### config.mk
export PLATFORM = sky130hd
export DESIGN_NAME = rf_arbiter_flat
export DESIGN_NICKNAME = d
export VERILOG_FILES = /design/src/rtl/rf_arb_pkg.sv /design/src/rtl/rf_arbiter_if.sv /design/src/rtl/rf_arbiter_rr_arb2.sv /design/src/rtl/rf_arbiter.sv /design/src/flat_wrapper.sv
export SDC_FILE = /design/constraint.sdc
export NUM_CORES = 1
export LEC_CHECK = 0
export BUFFER_PORTS_ARGS = -buffer_cell sky130_fd_sc_hd__clkbuf_2
export CAP_MARGIN = 15
export CORE_ASPECT_RATIO = 0.6
export CORE_MARGIN = 8
export CORE_UTILIZATION = 35
export CTS_BUF_LIST = sky130_fd_sc_hd__clkbuf_16
export DETAILED_ROUTE_END_ITERATION = 7
export SYNTH_ARGS = -nofsm -noshare
export SYNTH_HDL_FRONTEND = slang
export SYNTH_HIERARCHICAL = 1
export SYNTH_SLANG_ARGS = --single-unit
### constraint.sdc
create_clock -name clk -period 4.3 [get_ports clk]
set_input_delay 0.43 -clock clk [delete_from_list [all_inputs] [get_ports clk]]
set_output_delay 0.43 -clock clk [all_outputs]
set_load 0.02 [all_outputs]
### src/rtl/rf_arb_pkg.sv
// Shared widths, FSM encoding and owner encoding for the register-file arbiter.
package rf_arb_pkg;
  localparam int ADDR_W = 3;
  localparam int DATA_W = 32;

  typedef enum logic [1:0] {
    IDLE   = 2'b00,
    ACCESS = 2'b01,
    RESP   = 2'b10
  } state_t;

  localparam logic OWN_A = 1'b0;
  localparam logic OWN_B = 1'b1;
endpackage

### src/rtl/rf_arbiter_if.sv
// Master-side req/ack bus plus register-file port bundle for rf_arbiter.
interface rf_arbiter_if;
  import rf_arb_pkg::*;

  logic              req_a,   req_b;
  logic              wr_a,    wr_b;
  logic [ADDR_W-1:0] addr_a,  addr_b;
  logic [DATA_W-1:0] wdata_a, wdata_b;
  logic              ack_a,   ack_b;
  logic [DATA_W-1:0] rdata;
  logic              rf_we;
  logic [ADDR_W-1:0] rf_waddr, rf_raddr;
  logic [DATA_W-1:0] rf_wdata;
  logic [DATA_W-1:0] rf_rdata;

  // requesters and register file sit on the master side
  modport master (
    output req_a, req_b, wr_a, wr_b, addr_a, addr_b, wdata_a, wdata_b, rf_rdata,
    input  ack_a, ack_b, rdata, rf_we, rf_waddr, rf_raddr, rf_wdata
  );

  modport slave (
    input  req_a, req_b, wr_a, wr_b, addr_a, addr_b, wdata_a, wdata_b, rf_rdata,
    output ack_a, ack_b, rdata, rf_we, rf_waddr, rf_raddr, rf_wdata
  );
endinterface

### src/rtl/rf_arbiter_rr_arb2.sv
// rr_arb2: two-way round-robin picker; last-served flop resets to B so A wins the first tie.
module rr_arb2
  import rf_arb_pkg::*;
(
  input  logic       clk,
  input  logic       rst_n,
  input  logic       reqA,
  input  logic       reqB,
  input  logic       upd,
  input  logic       updOwner,
  output logic [1:0] gnt
);
  logic last;

  always_ff @(posedge clk or negedge rst_n) begin
    if (!rst_n)   last <= OWN_B;
    else if (upd) last <= updOwner;
  end

  always_comb begin
    gnt = 2'b00;
    if (reqA && (!reqB || last == OWN_B)) gnt = 2'b01;
    else if (reqB)                         gnt = 2'b10;
  end
endmodule

### src/rtl/rf_arbiter.sv
// rf_arbiter: two-master req/ack controller for an 8x32 register file, IDLE/ACCESS/RESP FSM.
// Define RF_ARB_FIXED_PRIO_EN for fixed A-over-B priority instead of round-robin.
module rf_arbiter
  import rf_arb_pkg::*;
(
  input  logic        clk,
  input  logic        reset_n,
  rf_arbiter_if.slave bus
);
  state_t            state, stateNxt;
  logic [1:0]        gnt;
  logic              owner, wrQ;
  logic              winOwner, winWr;
  logic [ADDR_W-1:0] winAddr;
  logic [DATA_W-1:0] winWdata;

  logic              rfWe, ackA, ackB;
  logic [ADDR_W-1:0] rfWaddr, rfRaddr;
  logic [DATA_W-1:0] rfWdata, rdataQ;

`ifdef RF_ARB_FIXED_PRIO_EN
  always_comb begin
    gnt = 2'b00;
    if (bus.req_a)      gnt = 2'b01;
    else if (bus.req_b) gnt = 2'b10;
  end
`else
  rr_arb2 uArb (
    .clk      (clk),
    .rst_n    (reset_n),
    .reqA     (bus.req_a),
    .reqB     (bus.req_b),
    .upd      (state == RESP),
    .updOwner (owner),
    .gnt      (gnt)
  );
`endif

  assign winOwner = gnt[1] ? OWN_B       : OWN_A;
  assign winWr    = gnt[1] ? bus.wr_b    : bus.wr_a;
  assign winAddr  = gnt[1] ? bus.addr_b  : bus.addr_a;
  assign winWdata = gnt[1] ? bus.wdata_b : bus.wdata_a;

  always_ff @(posedge clk or negedge reset_n) begin
    if (!reset_n) state <= IDLE;
    else          state <= stateNxt;
  end

  always_comb begin
    stateNxt = state;
    unique case (state)
      IDLE:    if (|gnt) stateNxt = ACCESS;
      ACCESS:  stateNxt = RESP;
      RESP:    stateNxt = IDLE;
      default: stateNxt = IDLE;
    endcase
  end

  // rf_* are loaded on the IDLE->ACCESS edge so they are registered and live only during ACCESS
  always_ff @(posedge clk or negedge reset_n) begin
    if (!reset_n) begin
      owner   <= OWN_A;
      wrQ     <= 1'b0;
      rfWe    <= 1'b0;
      rfWaddr <= '0;
      rfRaddr <= '0;
      rfWdata <= '0;
      rdataQ  <= '0;
      ackA    <= 1'b0;
      ackB    <= 1'b0;
    end else begin
      ackA <= 1'b0;
      ackB <= 1'b0;
      unique case (state)
        IDLE: begin
          if (|gnt) begin
            owner <= winOwner;
            wrQ   <= winWr;
            rfWe  <= winWr;
            if (winWr) begin
              rfWaddr <= winAddr;
              rfWdata <= winWdata;
            end else begin
              rfRaddr <= winAddr;
            end
          end
        end
        ACCESS: begin
          rfWe    <= 1'b0;
          rfWaddr <= '0;
          rfRaddr <= '0;
          rfWdata <= '0;
          rdataQ  <= wrQ ? '0 : bus.rf_rdata;
          ackA    <= (owner == OWN_A);
          ackB    <= (owner == OWN_B);
        end
        default: ;
      endcase
    end
  end

  assign bus.rf_we    = rfWe;
  assign bus.rf_waddr = rfWaddr;
  assign bus.rf_raddr = rfRaddr;
  assign bus.rf_wdata = rfWdata;
  assign bus.rdata    = rdataQ;
  assign bus.ack_a    = ackA;
  assign bus.ack_b    = ackB;
endmodule
### src/flat_wrapper.sv
// flat-port wrapper written by rule: the top's interface ports become plain ports
module rf_arbiter_flat import rf_arb_pkg::*;
  (clk, reset_n, bus_req_a, bus_req_b, bus_wr_a, bus_wr_b, bus_addr_a, bus_addr_b, bus_wdata_a, bus_wdata_b, bus_rf_rdata, bus_ack_a, bus_ack_b, bus_rdata, bus_rf_we, bus_rf_waddr, bus_rf_raddr, bus_rf_wdata);
  rf_arbiter_if bus_i ();
  input  logic clk;
  input  logic reset_n;
  input wire logic [$bits(bus_i.req_a)-1:0] bus_req_a;
  input wire logic [$bits(bus_i.req_b)-1:0] bus_req_b;
  input wire logic [$bits(bus_i.wr_a)-1:0] bus_wr_a;
  input wire logic [$bits(bus_i.wr_b)-1:0] bus_wr_b;
  input wire logic [$bits(bus_i.addr_a)-1:0] bus_addr_a;
  input wire logic [$bits(bus_i.addr_b)-1:0] bus_addr_b;
  input wire logic [$bits(bus_i.wdata_a)-1:0] bus_wdata_a;
  input wire logic [$bits(bus_i.wdata_b)-1:0] bus_wdata_b;
  input wire logic [$bits(bus_i.rf_rdata)-1:0] bus_rf_rdata;
  output wire logic [$bits(bus_i.ack_a)-1:0] bus_ack_a;
  output wire logic [$bits(bus_i.ack_b)-1:0] bus_ack_b;
  output wire logic [$bits(bus_i.rdata)-1:0] bus_rdata;
  output wire logic [$bits(bus_i.rf_we)-1:0] bus_rf_we;
  output wire logic [$bits(bus_i.rf_waddr)-1:0] bus_rf_waddr;
  output wire logic [$bits(bus_i.rf_raddr)-1:0] bus_rf_raddr;
  output wire logic [$bits(bus_i.rf_wdata)-1:0] bus_rf_wdata;
  assign bus_i.req_a = bus_req_a;
  assign bus_i.req_b = bus_req_b;
  assign bus_i.wr_a = bus_wr_a;
  assign bus_i.wr_b = bus_wr_b;
  assign bus_i.addr_a = bus_addr_a;
  assign bus_i.addr_b = bus_addr_b;
  assign bus_i.wdata_a = bus_wdata_a;
  assign bus_i.wdata_b = bus_wdata_b;
  assign bus_i.rf_rdata = bus_rf_rdata;
  assign bus_ack_a = bus_i.ack_a;
  assign bus_ack_b = bus_i.ack_b;
  assign bus_rdata = bus_i.rdata;
  assign bus_rf_we = bus_i.rf_we;
  assign bus_rf_waddr = bus_i.rf_waddr;
  assign bus_rf_raddr = bus_i.rf_raddr;
  assign bus_rf_wdata = bus_i.rf_wdata;
  rf_arbiter u_core (.clk(clk), .reset_n(reset_n), .bus(bus_i));
endmodule
# Word level (Yosys, flattened, before mapping)
# Cells that the tools add are included.
[totals]
wordCells = 49
out_inout_bits = 73
regBits = 78
input_bits = 108
[op_classes]
n_eq_ne = 5
bitwise = 1
n_mux = 22
reduce_logical = 10
[ops]
columns = ["cell", "n"]
rows = [
  ["$mux W32", 4],
  ["$pmux W32 S2", 1],
  ["$mux W3", 5],
  ["$pmux W3 S2", 2],
  ["$mux W2", 3],
  ["$reduce_and A3 Y1", 2],
  ["$mux W1", 5],
  ["$ne A2 B1 Y1 const B", 2],
  ["$pmux W2 S2", 1],
  ["$reduce_and A2 Y1", 2],
  ["$eq A2 B1 Y1 const B", 1],
  ["$eq A2 B2 Y1 const B", 1],
  ["$logic_not A2 Y1", 1],
  ["$ne A2 B2 Y1 const B", 1],
  ["$pmux W1 S2", 1],
  ["$reduce_bool A2 Y1", 1],
  ["$reduce_or A2 Y1", 1],
  ["$logic_and A1 B1 Y1", 1],
  ["$logic_not A1 Y1", 1],
  ["$logic_or A1 B1 Y1", 1],
  ["$not A1 Y1", 1],
]

# Longest topological paths before layout
# Gate-level depths: netlist of run 1.
[logic_depth]
ltp_word = 8
depth_mapped = 7

# Modules after synthesis
# The synthesis of run 1 kept the hierarchy.
[modules_own_cells]
columns = ["mod", "cells_each", "instances", "area_per_inst_um2"]
rows = [
  ["rf_arbiter", 333, 1, 3641.0],
  ["rr_arb2", 6, 1, 61.3],
]

# Worst setup path after synthesis of run 1
# No wires, ideal clock.
[synth_path]
path_type = "reg2reg"
startpoint = "reg u_core.uArb.last"
endpoint = "reg u_core.rfRaddr[0], in the netlist u_core/bus.rf_raddr[0]"
required_time_ps = 4221
setup_slack_ps = 2709
stages_incl_launch_ff = 6
arrival_ps = 1512
period_less_slack_ps = 1591
path_buffers = 0
path_cell_list = "dfstp_2 > inv_2 > a21boi_2 > or3b_1 > a31oi_4 > mux2i_1"
[synth_between]
elab_cells_between_ends = 12
[synth_lines]
columns = ["item", "line_no", "text"]
rows = [
  ["from (decl)", "rf_arbiter_rr_arb2.sv:13", "logic last;"],
  ["from (signal assigned)", "rf_arbiter_rr_arb2.sv:17", "else if (upd) last <= updOwner;"],
  ["$logic_or A1 B1 Y1", "rf_arbiter_rr_arb2.sv:22", "if (reqA && (!reqB || last == OWN_B)) gnt = 2'b01;"],
  ["$logic_and A1 B1 Y1", "rf_arbiter_rr_arb2.sv:22", ""],
  ["$mux W2", "rf_arbiter_rr_arb2.sv:22", ""],
  ["via u_core.gnt[0]", "rf_arbiter.sv:11", "logic [1:0] gnt;"],
  ["$reduce_or A2 Y1", "rf_arbiter.sv:76", "if (|gnt) begin"],
  ["$ne A2 B1 Y1 (no source line)", "n/a", ""],
  ["$reduce_and A3 Y1 (no source line)", "n/a", ""],
  ["to (signal assigned)", "rf_arbiter.sv:84", "rfRaddr <= winAddr;"],
  ["to (decl)", "rf_arbiter.sv:18", "logic [ADDR_W-1:0] rfWaddr, rfRaddr;"],
]
# The timed path passes the listed nets, and every way through them passes these cells. The select of a mux whose other input is x is not followed.
# A chain may end at the register's enable or synchronous reset.

# Worst setup path after layout of run 1
[layout_path]
startpoint = "reg u_core.uArb.last"
endpoint = "reg u_core.rfWdata[3], in the netlist u_core/bus.rf_wdata[3]"
[layout_between]
elab_cells_between_ends = 12
[layout_lines]
columns = ["item", "line_no", "text"]
rows = [
  ["$logic_or A1 B1 Y1", "rf_arbiter_rr_arb2.sv:22", ""],
  ["$logic_and A1 B1 Y1", "rf_arbiter_rr_arb2.sv:22", ""],
  ["$mux W2", "rf_arbiter_rr_arb2.sv:22", ""],
  ["via u_core.gnt[0]", "rf_arbiter.sv:11", ""],
  ["$reduce_or A2 Y1", "rf_arbiter.sv:76", ""],
  ["$ne A2 B1 Y1 (no source line)", "n/a", ""],
  ["$reduce_and A3 Y1 (no source line)", "n/a", ""],
  ["to (signal assigned)", "rf_arbiter.sv:82", "rfWdata <= winWdata;"],
  ["to (decl)", "rf_arbiter.sv:19", "logic [DATA_W-1:0] rfWdata, rdataQ;"],
]
# The timed path passes the listed nets, and every way through them passes these cells. The select of a mux whose other input is x is not followed.

==> results of run 1 <==
## power groups by stage
| stage | Sequential [uW] | Combinational (uW) | Clock (uW) |
|---|---|---|---|
| floorplan | 1500 | 754 | 0 |
| global placement | 1240 | 1430 | 0 |
| detailed placement | 1240 | 1470 | 0 |
| CTS | 1240 | 1470 | 699 |
| global route | 1280 | 1580 | 730 |
| finish | 1230 | 1430 | 673 |
## worst max path at each step
| stage | startpoint | end | slack (ps) |
|---|---|---|---|
| finish | u_core/uArb/last | u_core/bus.rf_wdata[3] | 1750 |
| CTS | u_core/uArb/last | u_core/bus.rf_wdata[10] | 1740 |
| detailed placement | u_core/uArb/last | u_core/bus.rf_wdata[10] | 1780 |
| global placement | u_core/uArb/last | u_core/bus.rf_wdata[9] | 1900 |
| global route | u_core/uArb/last | u_core/bus.rf_wdata[3] | 1580 |
| floorplan | u_core/uArb/last | u_core/bus.rf_raddr[0] | 2710 |
## registers in the layout (all words and copies together) (netlist names)
signal,cells
u_core/bus.rf_waddr,3
u_core/bus.rf_we,1
u_core/bus.ack_a,1
u_core/bus.ack_b,1
u_core/owner,1
u_core/state,2
u_core/wrQ,1
u_core/bus.rf_wdata,32
u_core/bus.rdata,32
u_core/uArb/last,1
u_core/bus.rf_raddr,3
## kinds of logic after synthesis
family	count (synthesis)	synth area share (%)
buffers and inverters	30	5.91
flip-flops	78	52.8
multiplexers	73	19.8
AO/OA/AOI/OAI	42	7.00
AND/OR/NAND/NOR	116	14.5
## metal layers
metal | GRT usage [%] | routed length [um]
met4 | 4.51 | 85
met1 | 17.3 | 4380
met2 | 21.5 | 4510
met5 | 0 | 0
met3 | 5.97 | 865
## critical path: stages (launching register included)
cell and delay, ps:
dfstp_2 560, inv_2 60, a21boi_2 190, nand3b_1 180, a21boi_4 850, buf_4 360
mux2i_1 230
## placed cells by master (no fill, tap or decap), drive strengths merged, types with 2 or more instances in the layout
cell type	n
clkinv	2
mux2	3
dfrtp	77
clkbuf	188
inv	9
clkinvlp	3
buf	3
nand2	76
nor2	2
o21ai	34
a21boi	3
nand2b	34
mux2i	70
## cell type report
class	count	area (sq um)	area share, %
multi-input combinational	231	1560	31.8
clock buffer	9	225	4.60
timing repair buffer	182	918	18.8
tap	139	174	3.55
clock inverter	7	43.8	0.894
sequential	78	1950	39.9
inverter	7	26.3	0.537
## stage by stage
stage / setup slack, ps / instance area, sq um / power [uW] / utilization (%) / cells
floorplan: 2710 / 3700 / 2260 / - / 339
global placement: 1900 / 4630 / 2670 / 44.3 / 637
detailed placement: 1780 / 4630 / 2710 / 44.3 / 637
CTS: 1740 / 4900 / 3400 / 46.9 / 653
global route: 1580 / 4900 / 3590 / 46.9 / 653
finish: 1750 / 4900 / 3330 / 46.9 / 653
==> flow_summary.json, run 1 <==
{
  "yosysMostFrequentCell": "dfrtp_1",
  "cts_sinks": 78,
  "synthesis.nets": 447,
  "async_reset_ff_share_pct": 100,
  "end_kind": "register",
  "fp.dieW_um": 149,
  "cp-start-kind": "register",
  "yosys_register_bits": 78,
  "cts_tree": "yes",
  "setup_viol": 0,
  "cts_max_level": 3,
  "finalMaxSlewViolations": 0,
  "synth_common_cells": "dfrtp_1 (77), nand2_1 (76), mux2i_1 (70), nand2b_1 (34), o21ai_0 (33)",
  "hold_path.class": "input pin to async pin",
  "synthCells": 339,
  "crit_fanout": 25,
  "totalWireLength_um": 9840,
  "power_frac_comb_pct": 42.9,
  "cts_setup_buffers": 0,
  "hpwl_um": 7470,
  "reg2reg_to": "u_core/bus.rf_wdata[3]",
  "finalCritPeriodShare_pct": 59.2,
  "hold_viol": 0,
  "yosys.area.top_type_share_pct": 52.0,
  "avgViaCountPerCell": 4.49,
  "area_growth_pct": 32.3,
  "max_cap_violations": 0,
  "outcome": "finished, final reports clean",
  "die_area_sq_mm": 0.0142,
  "synth_area_leaders": "dfrtp_1 (52%), mux2i_1 (19%), nand2_1 (7.7%)",
  "start_util_pct": 35.4,
  "grt_pass1_wl_um": 15700,
  "critical_path_required_ps": 4540,
  "drive_above_1_share_pct": 40.5,
  "cts-root-buf": "clkbuf_16",
  "synth_area_leader_cell": "dfrtp_1",
  "whs_ps": 268,
  "rr_worst_depth": 6,
  "syn_area_sq_mm": 0.00370,
  "drt-wirelength-per-cell_um": 15.1,
  "cts_resized": 0,
  "drcViolationCount": 0,
  "drt_first_iter_violations": 88,
  "p_per_area_mw_per_mm2": 681,
  "min_period_ps": 2550,
  "fmax_ghz": 0.393,
  "power.leakage_uw": 0.00260,
  "vdd_ir_drop_max_uv": 375,
  "clk_latency_ps": 330,
  "pwr-share-seq_pct": 36.9,
  "firstDrtPassIters": 4,
  "path_clk_slew_ps": 60,
  "cts_made_buffers": 9,
  "grt_start_max_net_pins": 106,
  "cp_data_arrival_time_ps": 2790,
  "rrSetupSlack_ps": 1750,
  "vias": 2932,
  "grt_setup_unrepaired": "false",
  "ant_nets": 0,
  "num_rows": 29,
  "p_int_uw": 1950,
  "ys_seq_area_share_pct": 52.8,
  "synth_ff_type": "dfrtp_1",
  "ios": 181,
  "switching_share_pct": 41.6,
  "tightest_slew_ps": 1060,
  "yosysWarnings": 6,
  "core_sq_mm": 0.0105,
  "clockBufferDepth": 2,
  "synth_cell_types": 30,
  "cts_hold_buf": 0,
  "n_fill_cell": 1053,
  "skew_ps": 7.63,
  "fp.dieH_um": 95.7,
  "timing.rr.start": "u_core/uArb/last",
  "syn_avg_cell_area_sq_um": 10.9,
  "nets": 617,
  "first_global_vias": 3094,
  "antenna_found_initial": 0,
  "overflow": 0,
  "switching_power_uw": 1390,
  "port_buffers": 180,
  "synth_edf_count": 0,
  "place_congestion": 0.746,
  "clkPwrFrac_pct": 20.2,
  "crit_type": "register to register",
  "diodes": 0,
  "track_usage_pct": 13.9,
  "max_slew_margin_pct": 28.9,
  "fin_setup_tns_ps": 0
}
(Power assumes the default switching activity.)
==> inputs of run 2 (changes only) <==
- ABC_AREA: not set -> 1
- PLACE_DENSITY: not set -> 0.66
- clock period: 4.3 -> 2.27 ns (I/O delays scaled with it)
==> flow_summary.json, run 2 <==
{
  "critPathTopFamily": "simple AND/OR/NAND/NOR gates",
  "syn_area_sq_mm": 0.00368,
  "yosysMostFrequentCell": "nand2_1",
  "fp.dieH_um": 95.4,
  "die_area_sq_mm": 0.0141,
  "synth_cell_types": 22,
  "crit_fanout": 37,
  "synth_area_leaders": "dfrtp_1 (52%), nand2_1 (26%), nand3_1 (5.7%)",
  "tightest_slew_ps": 919,
  "power.leakage_uw": 0.00297,
  "fp.dieW_um": 148,
  "cts_tree": "yes",
  "final_common_cell": "nand2_1",
  "synth_edf_count": 0,
  "place_area_sq_mm": 0.00463,
  "yosys_register_bits": 78,
  "path_buf_inv": 1,
  "cp_data_arrival_time_ps": 2010,
  "hold_viol": 0,
  "layout_common_cells": "nand2_1 (250), clkbuf_2 (179), dfrtp_1 (77)",
  "drt-wirelength-per-cell_um": 14.2,
  "first_global_vias": 3461,
  "crit_type": "register to register",
  "synth_ff_type": "dfrtp_1",
  "fmax_ghz": 0.555,
  "synth_area_leader_cell": "dfrtp_1",
  "syn_avg_cell_area_sq_um": 7.82,
  "clockBufferDepth": 2,
  "synth_common_cells": "nand2_1 (251), dfrtp_1 (77), nand3_1 (42), o21ai_0 (34), inv_1 (12)",
  "clk_latency_ps": 330,
  "dp_cells": 764,
  "fin_cells": 785,
  "grt_pass1_wl_um": 17800,
  "num_rows": 29,
  "antenna_found_initial": 0,
  "path_clk_slew_ps": 50,
  "grt_setup_unrepaired": "false",
  "area_growth_pct": 35.4,
  "ant_nets": 0,
  "n_fill_cell": 1012,
  "cp_slowest_cell": "dfstp_2",
  "synthCells": 470,
  "critical_path_required_ps": 2480,
  "cts_max_level": 3,
  "cts_sinks": 78,
  "skew_ps": 3.92,
  "cp-start-kind": "register",
  "outcome": "finished, final reports clean",
  "ios": 181,
  "max_slew_margin_pct": 38.4,
  "cts_made_buffers": 9,
  "multi_input_area_sq_mm": 0.00150,
  "yosysWarnings": 6,
  "track_usage_pct": 15.9,
  "finalMaxSlewViolations": 0,
  "path_common_cell": "nand2_1",
  "hpwl_um": 8320,
  "fin_area_sq_mm": 0.00498,
  "avgViaCountPerCell": 4.49,
  "met1_usage_pct": 20.5,
  "setup_viol": 0,
  "min_period_ps": 1800,
  "drt_first_iter_violations": 150,
  "yosys.area.top_type_share_pct": 52.4,
  "busiest_layer": "met2",
  "vias": 3524,
  "port_buffers": 180,
  "hold_path.class": "input pin to register",
  "core_sq_mm": 0.0104,
  "totalWireLength_um": 11100,
  "grt_start_max_net_pins": 61,
  "max_cap_violations": 0,
  "max_stage_delay_ps": 590,
  "whs_ps": 128,
  "async_reset_ff_share_pct": 100,
  "vdd_ir_drop_max_uv": 524,
  "cts-root-buf": "clkbuf_16",
  "start_util_pct": 35.3,
  "drcViolationCount": 0,
  "synthesis.nets": 578,
  "ys_seq_area_share_pct": 53.1,
  "seqCellArea_sq_mm": 0.00195,
  "finalCritPeriodShare_pct": 79.4,
  "grt_use_met3_pct": 7.44,
  "path_cells": "a21boi_4, inv_2, nand2_1, nand2_1, nand2_4, nand3_1, nand2_1",
  "use_met2_pct": 24.0,
  "p_per_area_mw_per_mm2": 1310,
  "end_kind": "register",
  "drive_above_1_share_pct": 33.1,
  "place_congestion": 0.809,
  "nets": 749,
  "diodes": 0,
  "overflow": 0,
  "firstDrtPassIters": 4
}
-- run 2: changes by cell type after synthesis, moves of 3 or more --
cell | previous run | this run
buf_4 | 7 | 3
nor2_1 | 1 | 11
mux2_2 | 3 | 0
nand2_4 | 0 | 3
buf_2 | 2 | 10
inv_1 | 6 | 12
nand3_1 | 0 | 42
mux2i_1 | 70 | 0
nand2b_1 | 34 | 0
nand2_1 | 76 | 251
buf_6 | 4 | 8
-- run 2: where the power goes --
group / total, uW / internal (uW) / switching (uW)
clock network: 1460 / 943 / 521
logic: 2800 / 864 / 1940
registers: 2260 / 1930 / 321
-- run 2: area by class of cell --
type / count / area share, %
Sequential cell: 78 / 39.2
Multi-Input combinational cell: 350 / 30.2
Timing Repair Buffer: 188 / 19.9
Clock buffer: 9 / 4.52
Tap cell: 139 / 3.49
Clock inverter: 7 / 1.58
Inverter: 14 / 1.06
-- run 2: timing repair --
item,4_1_cts,5_1_grt
setup endpoints to repair,38,36
cloned,1,0
gates resized for setup,0,0
hold buffers,1,0
hold endpoints to repair,44,0
setup buffers,0,3
pin swaps,1,1
-- run 2: metrics by stage --
step           worst slack [ps]  total power, uW  utilization (%)  TNS (ps)
2_1_floorplan               874             4150                -         0
4_1_cts                    60.7             6610             47.6         0
3_3_place_gp              -66.4             5010             44.5     -1730
3_5_place_dp               -203             5100             44.5     -6320
5_1_grt                     303             7040             47.8         0
6_report                    469             6520             47.8         0
-- run 2: cells by family (layout without fill, tap and decap cells) --
| kind of cell | count (synthesis) | after routing | share of synthesized area [%] |
|---|---|---|---|
| buffers and inverters | 43 | 218 | 6.71 |
| and+or+nand+nor | 312 | 312 | 34.8 |
| DFF | 78 | 78 | 53.1 |
| AOI/OAI and AO/OA | 37 | 38 | 5.41 |
-- run 2: final timing paths --
path | slack (ps) | end | cells past startpoint | start
max in group asynchronous | 1210 | u_core/bus.rdata[28] | 3 | reset_n
min | 130 | u_core/bus.rdata[14] | 3 | bus_rf_rdata[14]
max | 470 | u_core/bus.rf_wdata[29] | 7 | u_core/uArb/last
min in group asynchronous | 460 | u_core/bus.rdata[7] | 2 | reset_n
min reg2reg | 480 | u_core/bus.rdata[31] | 2 | u_core/bus.rdata[31]
max reg2reg | 470 | u_core/bus.rf_wdata[29] | 7 | u_core/uArb/last
-- run 2: worst min-delay path, stage by stage --
cell	delay (ps)
clkbuf_2	80
nand2_1	50
o21ai_0	60
-- run 2: metal layers --
metal	wire [um]	part of all wire [%]	up-vias
met5	0	0	-
met4	76	0.68	0
met3	1120	10	12
li1	-	-	1802
met2	4820	43	118
met1	5120	46	1592
